## config.mk

```make
export PLATFORM = sky130hd
export DESIGN_NAME = usbh_report_decoder_gen
export DESIGN_NICKNAME = d
export VERILOG_FILES = /design/src/rtl/usbh_report_decoder_gen.sv
export SDC_FILE = /design/constraint.sdc
export NUM_CORES = 1
export LEC_CHECK = 0
export BUFFER_PORTS_ARGS = -buffer_cell sky130_fd_sc_hd__buf_2
export CORE_ASPECT_RATIO = 0.5
export CORE_MARGIN = 4
export CORE_UTILIZATION = 59
export CTS_CLUSTER_DIAMETER = 60
export DETAILED_ROUTE_END_ITERATION = 6
export PLACE_DENSITY_LB_ADDON = 0.15
export REMOVE_ABC_BUFFERS = 1
export SKIP_LAST_GASP = 1
export SYNTH_ARGS = -nofsm -noshare
export SYNTH_HDL_FRONTEND = slang
export SYNTH_SLANG_ARGS = --single-unit
```

## constraint.sdc

```tcl
create_clock -name i_clk -period 3.4 [get_ports i_clk]
set_input_delay 0.85 -clock i_clk [delete_from_list [all_inputs] [get_ports i_clk]]
set_output_delay 0.85 -clock i_clk [all_outputs]
set_load 0.05 [all_outputs]
```

## src/rtl/usbh_report_decoder_gen.sv

```systemverilog
// HID gamepad report -> NES button vector: axis hysteresis, hat, autofire, report watchdog.
// Optional combo-toggled turbo latches are built when REPORT_DECODER_TURBO_EN is defined.

module usbh_report_decoder_gen_axis #(
  parameter int C_THRESH_LO = 64,
  parameter int C_THRESH_HI = 192,
  parameter int C_HYST      = 16
) (
  input  logic       i_clk,
  input  logic       i_rstn,
  input  logic       i_clr,
  input  logic       i_upd,
  input  logic [7:0] i_v,
  output logic       o_neg,
  output logic       o_pos
);
  typedef enum logic [1:0] {CENTER = 2'd0, NEG = 2'd1, POS = 2'd2} axis_e;

  // 9-bit thresholds so LO+HYST cannot wrap
  localparam logic [8:0] LO9      = 9'(C_THRESH_LO);
  localparam logic [8:0] HI9      = 9'(C_THRESH_HI);
  localparam logic [8:0] NEG_EXIT = 9'(C_THRESH_LO + C_HYST);
  localparam logic [8:0] POS_EXIT = 9'(C_THRESH_HI - C_HYST);

  axis_e      state_q, state_d;
  logic [8:0] v9;

  assign v9 = {1'b0, i_v};

  always_ff @(posedge i_clk) begin
    if (!i_rstn) state_q <= CENTER;
    else         state_q <= state_d;
  end

  always_comb begin
    state_d = state_q;
    if (i_clr) begin
      state_d = CENTER;
    end else if (i_upd) begin
      case (state_q)
        CENTER: if (v9 < LO9) state_d = NEG;
                else if (v9 > HI9) state_d = POS;
        NEG:    if (v9 > HI9) state_d = POS;
                else if (v9 >= NEG_EXIT) state_d = CENTER;
        POS:    if (v9 < LO9) state_d = NEG;
                else if (v9 <= POS_EXIT) state_d = CENTER;
        default: state_d = CENTER;
      endcase
    end
  end

  assign o_neg = (state_q == NEG);
  assign o_pos = (state_q == POS);
endmodule

module usbh_report_decoder_gen #(
  parameter int C_REPORT_BYTES = 8,
  parameter int C_CLK_HZ       = 6000000,
  parameter int C_AUTOFIRE_HZ  = 10,
  parameter int C_TIMEOUT_MS   = 100,
  parameter int C_X_BYTE       = 0,
  parameter int C_Y_BYTE       = 1,
  parameter int C_THRESH_LO    = 64,
  parameter int C_THRESH_HI    = 192,
  parameter int C_HYST         = 16,
  parameter int C_HAT_BIT      = 40,
  parameter int C_A_BIT        = 46,
  parameter int C_B_BIT        = 45,
  parameter int C_SEL_BIT      = 52,
  parameter int C_START_BIT    = 53,
  parameter int C_AFA_BIT      = 50,
  parameter int C_AFB_BIT      = 51
) (
  input  logic                        i_clk,
  input  logic                        i_rstn,
  input  logic [8*C_REPORT_BYTES-1:0] i_report,
  input  logic                        i_report_valid,
  output logic [7:0]                  o_btn,
  output logic                        o_btn_valid,
  output logic                        o_connected,
  output logic [1:0]                  o_turbo
);
  localparam int STAGES   = 2;
  localparam int AF_HALF  = C_CLK_HZ / (2 * C_AUTOFIRE_HZ);
  localparam int AF_W     = (AF_HALF > 1) ? $clog2(AF_HALF) : 1;
  localparam int WD_LIMIT = C_CLK_HZ / 1000 * C_TIMEOUT_MS;
  localparam int WD_W     = $clog2(WD_LIMIT + 1);

  logic [8*C_REPORT_BYTES-1:0] report_q;
  logic [STAGES:1]             vld_pipe_q;
  logic [WD_W-1:0]             wd_q;
  logic                        conn_q, expire;
  logic [AF_W-1:0]             af_cnt_q;
  logic                        phase_q;
  logic [7:0]                  dec_q, dec_d;   // {hatR,hatL,hatD,hatU,START,SEL,B,A}
  logic [1:0]                  af_q, af_d;     // {AFB,AFA}
  logic [3:0]                  hat_dirs;
  logic [1:0][7:0]             axis_v;
  logic [1:0]                  axis_neg, axis_pos;
  logic [3:0]                  dirs;
  logic [1:0]                  ab;
  logic                        unused_report;

  assign unused_report = ^report_q;

  // A report on the expiry cycle wins, so expiry only fires without a strobe
  assign expire = !i_report_valid && (wd_q == WD_W'(WD_LIMIT - 1));

  always_ff @(posedge i_clk) begin
    if (!i_rstn) begin
      report_q   <= '0;
      vld_pipe_q <= '0;
    end else begin
      if (i_report_valid) report_q <= i_report;
      vld_pipe_q[1] <= i_report_valid;
      vld_pipe_q[2] <= vld_pipe_q[1] & ~expire;
    end
  end

  always_ff @(posedge i_clk) begin
    if (!i_rstn) begin
      wd_q   <= '0;
      conn_q <= 1'b0;
    end else if (i_report_valid) begin
      wd_q   <= '0;
      conn_q <= 1'b1;
    end else if (wd_q != WD_W'(WD_LIMIT)) begin
      wd_q <= wd_q + WD_W'(1);
      if (expire) conn_q <= 1'b0;
    end
  end

  always_ff @(posedge i_clk) begin
    if (!i_rstn) begin
      af_cnt_q <= '0;
      phase_q  <= 1'b0;
    end else if (af_cnt_q == AF_W'(AF_HALF - 1)) begin
      af_cnt_q <= '0;
      phase_q  <= ~phase_q;
    end else begin
      af_cnt_q <= af_cnt_q + AF_W'(1);
    end
  end

  // hat_dirs = {R,L,D,U}
  always_comb begin
    hat_dirs = 4'b0000;
    case (report_q[C_HAT_BIT +: 4])
      4'd0:    hat_dirs = 4'b0001;
      4'd1:    hat_dirs = 4'b1001;
      4'd2:    hat_dirs = 4'b1000;
      4'd3:    hat_dirs = 4'b1010;
      4'd4:    hat_dirs = 4'b0010;
      4'd5:    hat_dirs = 4'b0110;
      4'd6:    hat_dirs = 4'b0100;
      4'd7:    hat_dirs = 4'b0101;
      default: hat_dirs = 4'b0000;
    endcase
  end

  assign dec_d = {hat_dirs, report_q[C_START_BIT], report_q[C_SEL_BIT],
                  report_q[C_B_BIT], report_q[C_A_BIT]};
  assign af_d  = {report_q[C_AFB_BIT], report_q[C_AFA_BIT]};

  always_ff @(posedge i_clk) begin
    if (!i_rstn || expire) begin
      dec_q <= '0;
      af_q  <= '0;
    end else if (vld_pipe_q[1]) begin
      dec_q <= dec_d;
      af_q  <= af_d;
    end
  end

  assign axis_v[0] = report_q[C_X_BYTE*8 +: 8];
  assign axis_v[1] = report_q[C_Y_BYTE*8 +: 8];

  for (genvar g = 0; g < 2; g++) begin : g_axis
    usbh_report_decoder_gen_axis #(
      .C_THRESH_LO(C_THRESH_LO),
      .C_THRESH_HI(C_THRESH_HI),
      .C_HYST     (C_HYST)
    ) u_axis (
      .i_clk (i_clk),
      .i_rstn(i_rstn),
      .i_clr (expire),
      .i_upd (vld_pipe_q[1]),
      .i_v   (axis_v[g]),
      .o_neg (axis_neg[g]),
      .o_pos (axis_pos[g])
    );
  end

  assign dirs = dec_q[7:4] | {axis_pos[0], axis_neg[0], axis_pos[1], axis_neg[1]};

`ifdef REPORT_DECODER_TURBO_EN
  logic [1:0] turbo_q, combo_q, combo_d, plain;

  assign combo_d = {report_q[C_SEL_BIT] & report_q[C_B_BIT],
                    report_q[C_SEL_BIT] & report_q[C_A_BIT]};

  always_ff @(posedge i_clk) begin
    if (!i_rstn || expire) begin
      turbo_q <= '0;
      combo_q <= '0;
    end else if (vld_pipe_q[1]) begin
      combo_q <= combo_d;
      turbo_q <= turbo_q ^ (combo_d & ~combo_q);
    end
  end

  // held combo masks its A/B so the toggle gesture is not seen as a press
  assign plain   = dec_q[1:0] & (~turbo_q | {2{phase_q}});
  assign ab      = (plain | (af_q & {2{phase_q}})) & ~combo_q;
  assign o_turbo = turbo_q;
`else
  assign ab      = dec_q[1:0] | (af_q & {2{phase_q}});
  assign o_turbo = 2'b00;
`endif

  assign o_btn       = conn_q ? {dirs, dec_q[3:2], ab} : 8'h00;
  assign o_btn_valid = vld_pipe_q[2];
  assign o_connected = conn_q;
endmodule

```

==> summary.md, run 1 <==
| Metric | Value |
|---|---|
| Final period util | `between 60% and 70%` |
| Area contributors post-synth | `dfxtp_1 (45%), mux2i_1 (8.9%), nor2b_1 (5.4%)` |
| Boundary pin count | `79` |
| Post-synth ARST share | `0%` |
| DRT antenna net count | `0` |
| EDFF count, synth | `0` |
| PnR worst setup slack | `1190 ps` |
| Worst Hold Depth | `1` |
| Vias per cell | `~5.4` |
| Die W | `122 µm` |
| Pin count of the biggest net entering global routing | `34` |
| Clock Power Share | `about 45%` |
| Mux cell area share after synthesis | `8.87%` |
| CORE AREA | `slightly above 6000 µm²` |
| Synth Register Bits | `87` |
| Initial core utilization | `slightly above 60%` |
| # hold bufs at CTS | `0` |
| Synth Area in Simple Gates | `26.9%` |
| CTS Buf Count | `9` |
| Comb power frac | `around 7%` |
| Mapped cell area | `3840 µm²` |
| RSZ-0062 raised after global routing | `false` |
| Crit Path Class | `flip-flop to primary output` |
| Flop pwr share | `48.3%` |
| Worst-path clk slew | `around 60 ps` |
| Max VDD drop | `a little over 300 µV` |
| Number of global-route vias before repair | `roughly 2900` |
| Setup tns final | `0 ps` |
| Die area | `7930 µm²` |
| Post-synthesis xor/xnor area fraction | `7.53%` |
| Synth area leader | `dfxtp_1` |
| Initial antenna violation count | `0` |
| Via count | `2859` |
| Largest family of logic cells by synthesized area | `simple AND/OR/NAND/NOR gates` |
| Worst-margin pin slew | `roughly 660 ps` |
| Final Core Density | `between 70% and 80%` |
| Layout cells sized above 1 | `between 10% and 20%` |
| Status | `finished clean` |
| Period minus WS final | `between 2000 and 2500 ps` |
| Count of pins over their slew limit | `0` |
| Top-count cell post-synth | `dfxtp_1` |
| Overall power | `about 2.2 mW` |
| Layout area overhead | `14.5%` |
| Total Nets Final | `between 500 and 600` |
| Max_cap viols | `0` |
| Synth Area in Compound Gates | `7.18%` |
| TritonCTS clock tree | `built` |
| Seq/Total Area, Yosys | `between 40 and 50%` |
| Yosys top cell area share | `45.4%` |
| Drt pass-1 iters | `5` |
| CTS max path bufs | `2` |
| Hold slack | `around 480 ps` |
| R2r worst-path depth | `5` |
| Final setup fails | `0` |
| Post-CTS Resized | `0` |
| Setup WS pre-CTS | `~1300 ps` |
| Skew-Pair Late Insertion Delay | `340 ps` |
| Fmax | `452 MHz` |
| Int Power | `1.75 mW` |
| Mapped Cells | `401` |
| Post-CTS setup repair buffer count | `0` |
| WP data arrival | `between 1000 and 1500 ps` |
| CP required | `2550 ps` |
| H-tree depth | `3` |
| First-pass GRT wire length | `12.4 mm` |
| Routed wire length | `7.37 mm` |
| Power per cell area | `512 nW/µm²` |
| Hold Crit Class | `flip-flop to flip-flop` |
| YS warnings | `0` |
| Relative slew slack | `a little under three fifths` |
| Critical path capture point type | `primary output` |
| Startpoint types | `flip-flop` |
| IO Port Bufs | `38` |
| WL/cell | `13.9 µm` |
| P_sw | `0.493 mW` |
| Inserted Diodes | `0` |
| Routability Congestion | `0.809` |
| Final Hold Viols | `0` |
| Ys flop type | `dfxtp_1` |
| GRT overflow | `0` |
| Number of DRC markers in iteration 0 | `217` |
| Global-route usage over all layers | `between 15 and 20%` |
| Clock Sinks | `between 80 and 90` |
| Synth Area in Adders | `less than 1%` |
| Clk_skew | `4.80 ps` |
| Commonest cells in the netlist | `dfxtp_1 (87), nor2_1 (49), mux2i_1 (34)` |
| DRC Markers | `0` |
| DP HPWL | `5.11 mm` |
| Placement Rows | `20` |
| Crit-path max FO | `5` |
| Syn_area_per_cell | `9.57 µm²` |
| Chip height | `between 60 and 70 µm` |
| Sw frac | `21.9%` |
| P_leak | `1.70 nW` |
| Yosys cell types | `54` |
| Root Buffer | `clkbuf_16` |
[stage by stage]
stage	area [µm²]	instances
global route	4390	531
CTS	4390	531
detailed placement	4090	517
floorplan	3760	387
global placement	4090	517
finish	4390	531
[critical path, cell delays in order (launching register included)]
cell and delay [ps]:
dfxtp_1 400, nor2b_1 210, o21a_1 150, buf_2 260
[worst paths after layout]
path,end,slack (ps),startpoint
max,o_btn[5],1190,g_axis[1].u_axis.state_q[1]
min,af_cnt_q[0],480,af_cnt_q[0]
max reg2reg,af_cnt_q[14],1500,af_cnt_q[0]
min reg2reg,af_cnt_q[0],480,af_cnt_q[0]
[power by group through the flow]
stage | clock (mW) | combinational [mW] | sequential [mW]
floorplan | 0 | 0.101 | 1.10
global placement | 0 | 0.150 | 1.10
detailed placement | 0 | 0.157 | 1.11
CTS | 1.02 | 0.158 | 1.08
global route | 1.08 | 0.171 | 1.09
finish | 1.01 | 0.157 | 1.08
[cell families after synthesis]
kind of cell	after synthesis
mux	34
simple gates	181
buf+inv	25
fa+ha+maj	3
flops	87
xor+xnor	33
compound gates	37
other cells	1
[per-layer routing]
layer | GRT usage [%] | vias up | routed length, µm | part of all wire (%)
met5 | 0 | - | 0 | 0
met4 | 7.54 | 0 | 106 | 1.4
met2 | 37.4 | 29 | 3890 | 53
met3 | 7.50 | 12 | 241 | 3.3
li1 | - | 1444 | - | -
met1 | 20.2 | 1374 | 3140 | 43
[sequential cells by signal, summed over array words and instances (netlist names), named ones only]
signal and count:
dec_q 8, af_q 2, af_cnt_q 19, phase_q 1, o_connected 1, wd_q 20, vld_pipe_q 2, report_q 26
g_axis.u_axis.state_q 4
[layout make-up]
class	count	area, µm²
Multi-Input combinational cell	290	1980
Fill cell	486	1790
Inverter	10	37.5
Clock inverter	5	75.1
Sequential cell	87	1740
Timing Repair Buffer	42	220
Clock buffer	9	225
Tap cell	88	110
[placed cells by master (no fill, tap or decap), drive strengths merged, types with 2 or more instances in the layout]
cell type / Yosys / layout
nor2: 59 / 59
and2: 7 / 7
inv: 9 / 9
nand2b: 2 / 2
or3: 3 / 3
nor3b: 3 / 3
or3b: 2 / 2
mux2i: 34 / 34
dfxtp: 87 / 87
a21oi: 12 / 12
clkinv: 1 / 4
or4: 2 / 2
and4: 2 / 2
xnor2: 22 / 22
nor3: 13 / 13
o21ai: 8 / 8
nand4: 8 / 8
clkbuf: 5 / 9
o21a: 5 / 5
nand2: 15 / 15
nand3: 16 / 16
a22oi: 5 / 5
nor4: 5 / 5
ha: 3 / 3
bufinv: 0 / 2
and3: 6 / 6
conb: 1 / 2
buf: 10 / 42
xor2: 11 / 11
nor2b: 33 / 33
No activity file was read; power rests on OpenSTA's default activity.
==> run 2: changes to the inputs <==
CORE_UTILIZATION = 54   (was 59)
clock period = 2.3 ns   (was 3.4 ns; I/O delays follow)
==> run 2 against run 1 <==
Against the previous run:
- worst setup slack worse by 850 ps
- global-route usage shrank 2.1 points
- sequential power increased by 48%
- clock power rose by 32%
- via count is 2.1% lower
- hold slack lost 7.8 ps
- sequential share of layout area rose by 0.10 points
- utilization shrank 6.4 points
- non-clock buffer count rose by 1
- critical endpoint is now o_btn[7]
- largest cell class unchanged
==> summary.md, run 2 (synthesis results as in run 1) <==
| Metric | Value |
|---|---|
| GRT overflow | `0 (unchanged)` |
| Vias per cell | `5.20 (-3.3%)` |
| Final setup fails | `0 (unchanged)` |
| Hold slack | `468 ps (-7.81 ps)` |
| Placement Rows | `21 (+5.0%)` |
| Met2 GRT Util | `32.5% (-4.9 points)` |
| Layout area overhead | `14.2%` |
| Drt pass-1 iters | `4 (-1)` |
| Clock Sinks | `87 (unchanged)` |
| Number of DRC markers in iteration 0 | `149 (-31%)` |
| Most frequent cells in the layout | `dfxtp_1 (87), nor2_1 (49), buf_2 (38), mux2i_1 (34), nor2b_1 (33)` |
| Largest registers | `report_q (26), wd_q (20), af_cnt_q (19)` |
| Final Core Density | `64.6% (-6.4 points)` |
| Largest register by flop count | `report_q` |
| Via count | `2800 (-2.1%)` |
| Layout cells sized above 1 | `19.1% (+0.32 points)` |
| DRC Markers | `0 (unchanged)` |
| Critical path capture point type | `primary output` |
| Worst reg2reg startpoint | `wd_q[1]` |
| Most used routing layer | `met2` |
| Clk_skew | `5.93 ps (+1.12 ps)` |
| Post-CTS setup repair buffer count | `0 (unchanged)` |
| Post-CTS Resized | `0 (unchanged)` |
| Chip height | `67.6 µm (+4.0%)` |
| Post-Place Cells | `522 (+0.97%)` |
| IO Port Bufs | `38 (unchanged)` |
| Die W | `127 µm (+4.2%)` |
| CP required | `1730 ps (-820 ps)` |
| Critical Path Start | `g_axis[0].u_axis.state_q[1]` |
| Commonest non-fill, non-tap cell in the layout | `dfxtp_1` |
| DP HPWL | `4.98 mm (-2.5%)` |
| CTS max path bufs | `2 (unchanged)` |
| P_leak | `1.70 nW (-0.24%)` |
| CTS Buf Count | `9 (unchanged)` |
| Met3 GRT Util | `4.98% (-2.5 points)` |
| WP data arrival | `1380 ps (+20 ps)` |
| Count of pins over their slew limit | `0 (unchanged)` |
| Startpoint types | `flip-flop` |
| Worst-path clk slew | `60 ps (about the same)` |
| Power per cell area | `723 nW/µm² (+41%)` |
| Setup tns final | `0 ps (unchanged)` |
| Hold Crit Class | `flip-flop to flip-flop` |
| Skew-Pair Late Insertion Delay | `340 ps (about the same)` |
| Finished Layout Cells | `538 (+1.3%)` |
| Fmax | `approximately 510 MHz` |
| Inserted Diodes | `0 (unchanged)` |
| Number of global-route vias before repair | `2687 (-7.3%)` |
| Root Buffer | `clkbuf_16` |
| Max VDD drop | `440 µV (+42%)` |
| WL/cell | `13.0 µm (-6.0%)` |
| Period minus WS final | `just under 2000 ps` |
| H-tree depth | `3 (unchanged)` |
| TritonCTS clock tree | `built` |
| Status | `finished clean` |
| Pin count of the biggest net entering global routing | `27 (-21%)` |
| CORE AREA | `6780 µm² (+9.7%)` |
| Grt met1 use | `19.8% (-0.42 points)` |
| DRT antenna net count | `0 (unchanged)` |
| RSZ-0062 raised after global routing | `false` |
| First-pass GRT wire length | `12.1 mm (-2.2%)` |
| Max_cap viols | `0 (unchanged)` |
| Die area | `8600 µm² (+8.4%)` |
| Boundary pin count | `79 (unchanged)` |
| Routed wire length | `7.02 mm (-4.8%)` |
| DP Area | `4100 µm² (+0.31%)` |
| Final Cell Area | `4380 µm² (-0.26%)` |
| Routability Congestion | `0.806 (-0.38%)` |
| Initial antenna violation count | `0 (unchanged)` |
| Largest register FFs | `26 (unchanged)` |
| # hold bufs at CTS | `0 (unchanged)` |
| Crit Path Class | `flip-flop to primary output` |
| Initial core utilization | `56.6% (-5.5 points)` |
| Final period util | `between 80% and 90%` |
| Final Hold Viols | `0 (unchanged)` |
| Global-route usage over all layers | `17.8% (-2.1 points)` |
| Total Nets Final | `511 (+0.20%)` |
| Crit-path max FO | `6 (+1)` |
==> run 2: path summary, 6_finish.rpt <==
check	endpoint	slack, ps	cells after the start
min reg2reg	dec_q[6]	470	2
max reg2reg	dec_q[7]	520	5
max	o_btn[7]	340	3
min	dec_q[6]	470	2
==> run 2: metal layers <==
metal	wire [µm]	part of all wire, %
met1	3170	45
met2	3520	50
met3	216	3.1
met4	112	1.6
met5	0	0
==> run 2: through the flow <==
step	total power [mW]	setup WS, ps
after floorplan	1.78	212
after global placement	1.85	533
after detailed placement	1.87	486
after CTS	3.21	332
after global routing	3.31	260
final	3.17	343
==> run 2: cell type report <==
| class | instances | area (µm²) |
|---|---|---|
| fill | 562 | 2400 |
| multi-input combinational | 290 | 1980 |
| sequential | 87 | 1740 |
| clock buffer | 12 | 256 |
| timing repair buffer | 43 | 228 |
| tap | 92 | 115 |
| inverter | 10 | 37.5 |
| clock inverter | 4 | 20.0 |
==> run 2: power breakdown <==
group / internal [mW] / switching, mW
Combinational: 0.104 / 0.126
Sequential: 1.56 / 0.0441
Clock: 0.782 / 0.551
==> run 2: critical path: stages, from the launching register on <==
cell	delay [ps]
dfxtp_1	410
nor2b_1	240
o21a_1	140
buf_2	260
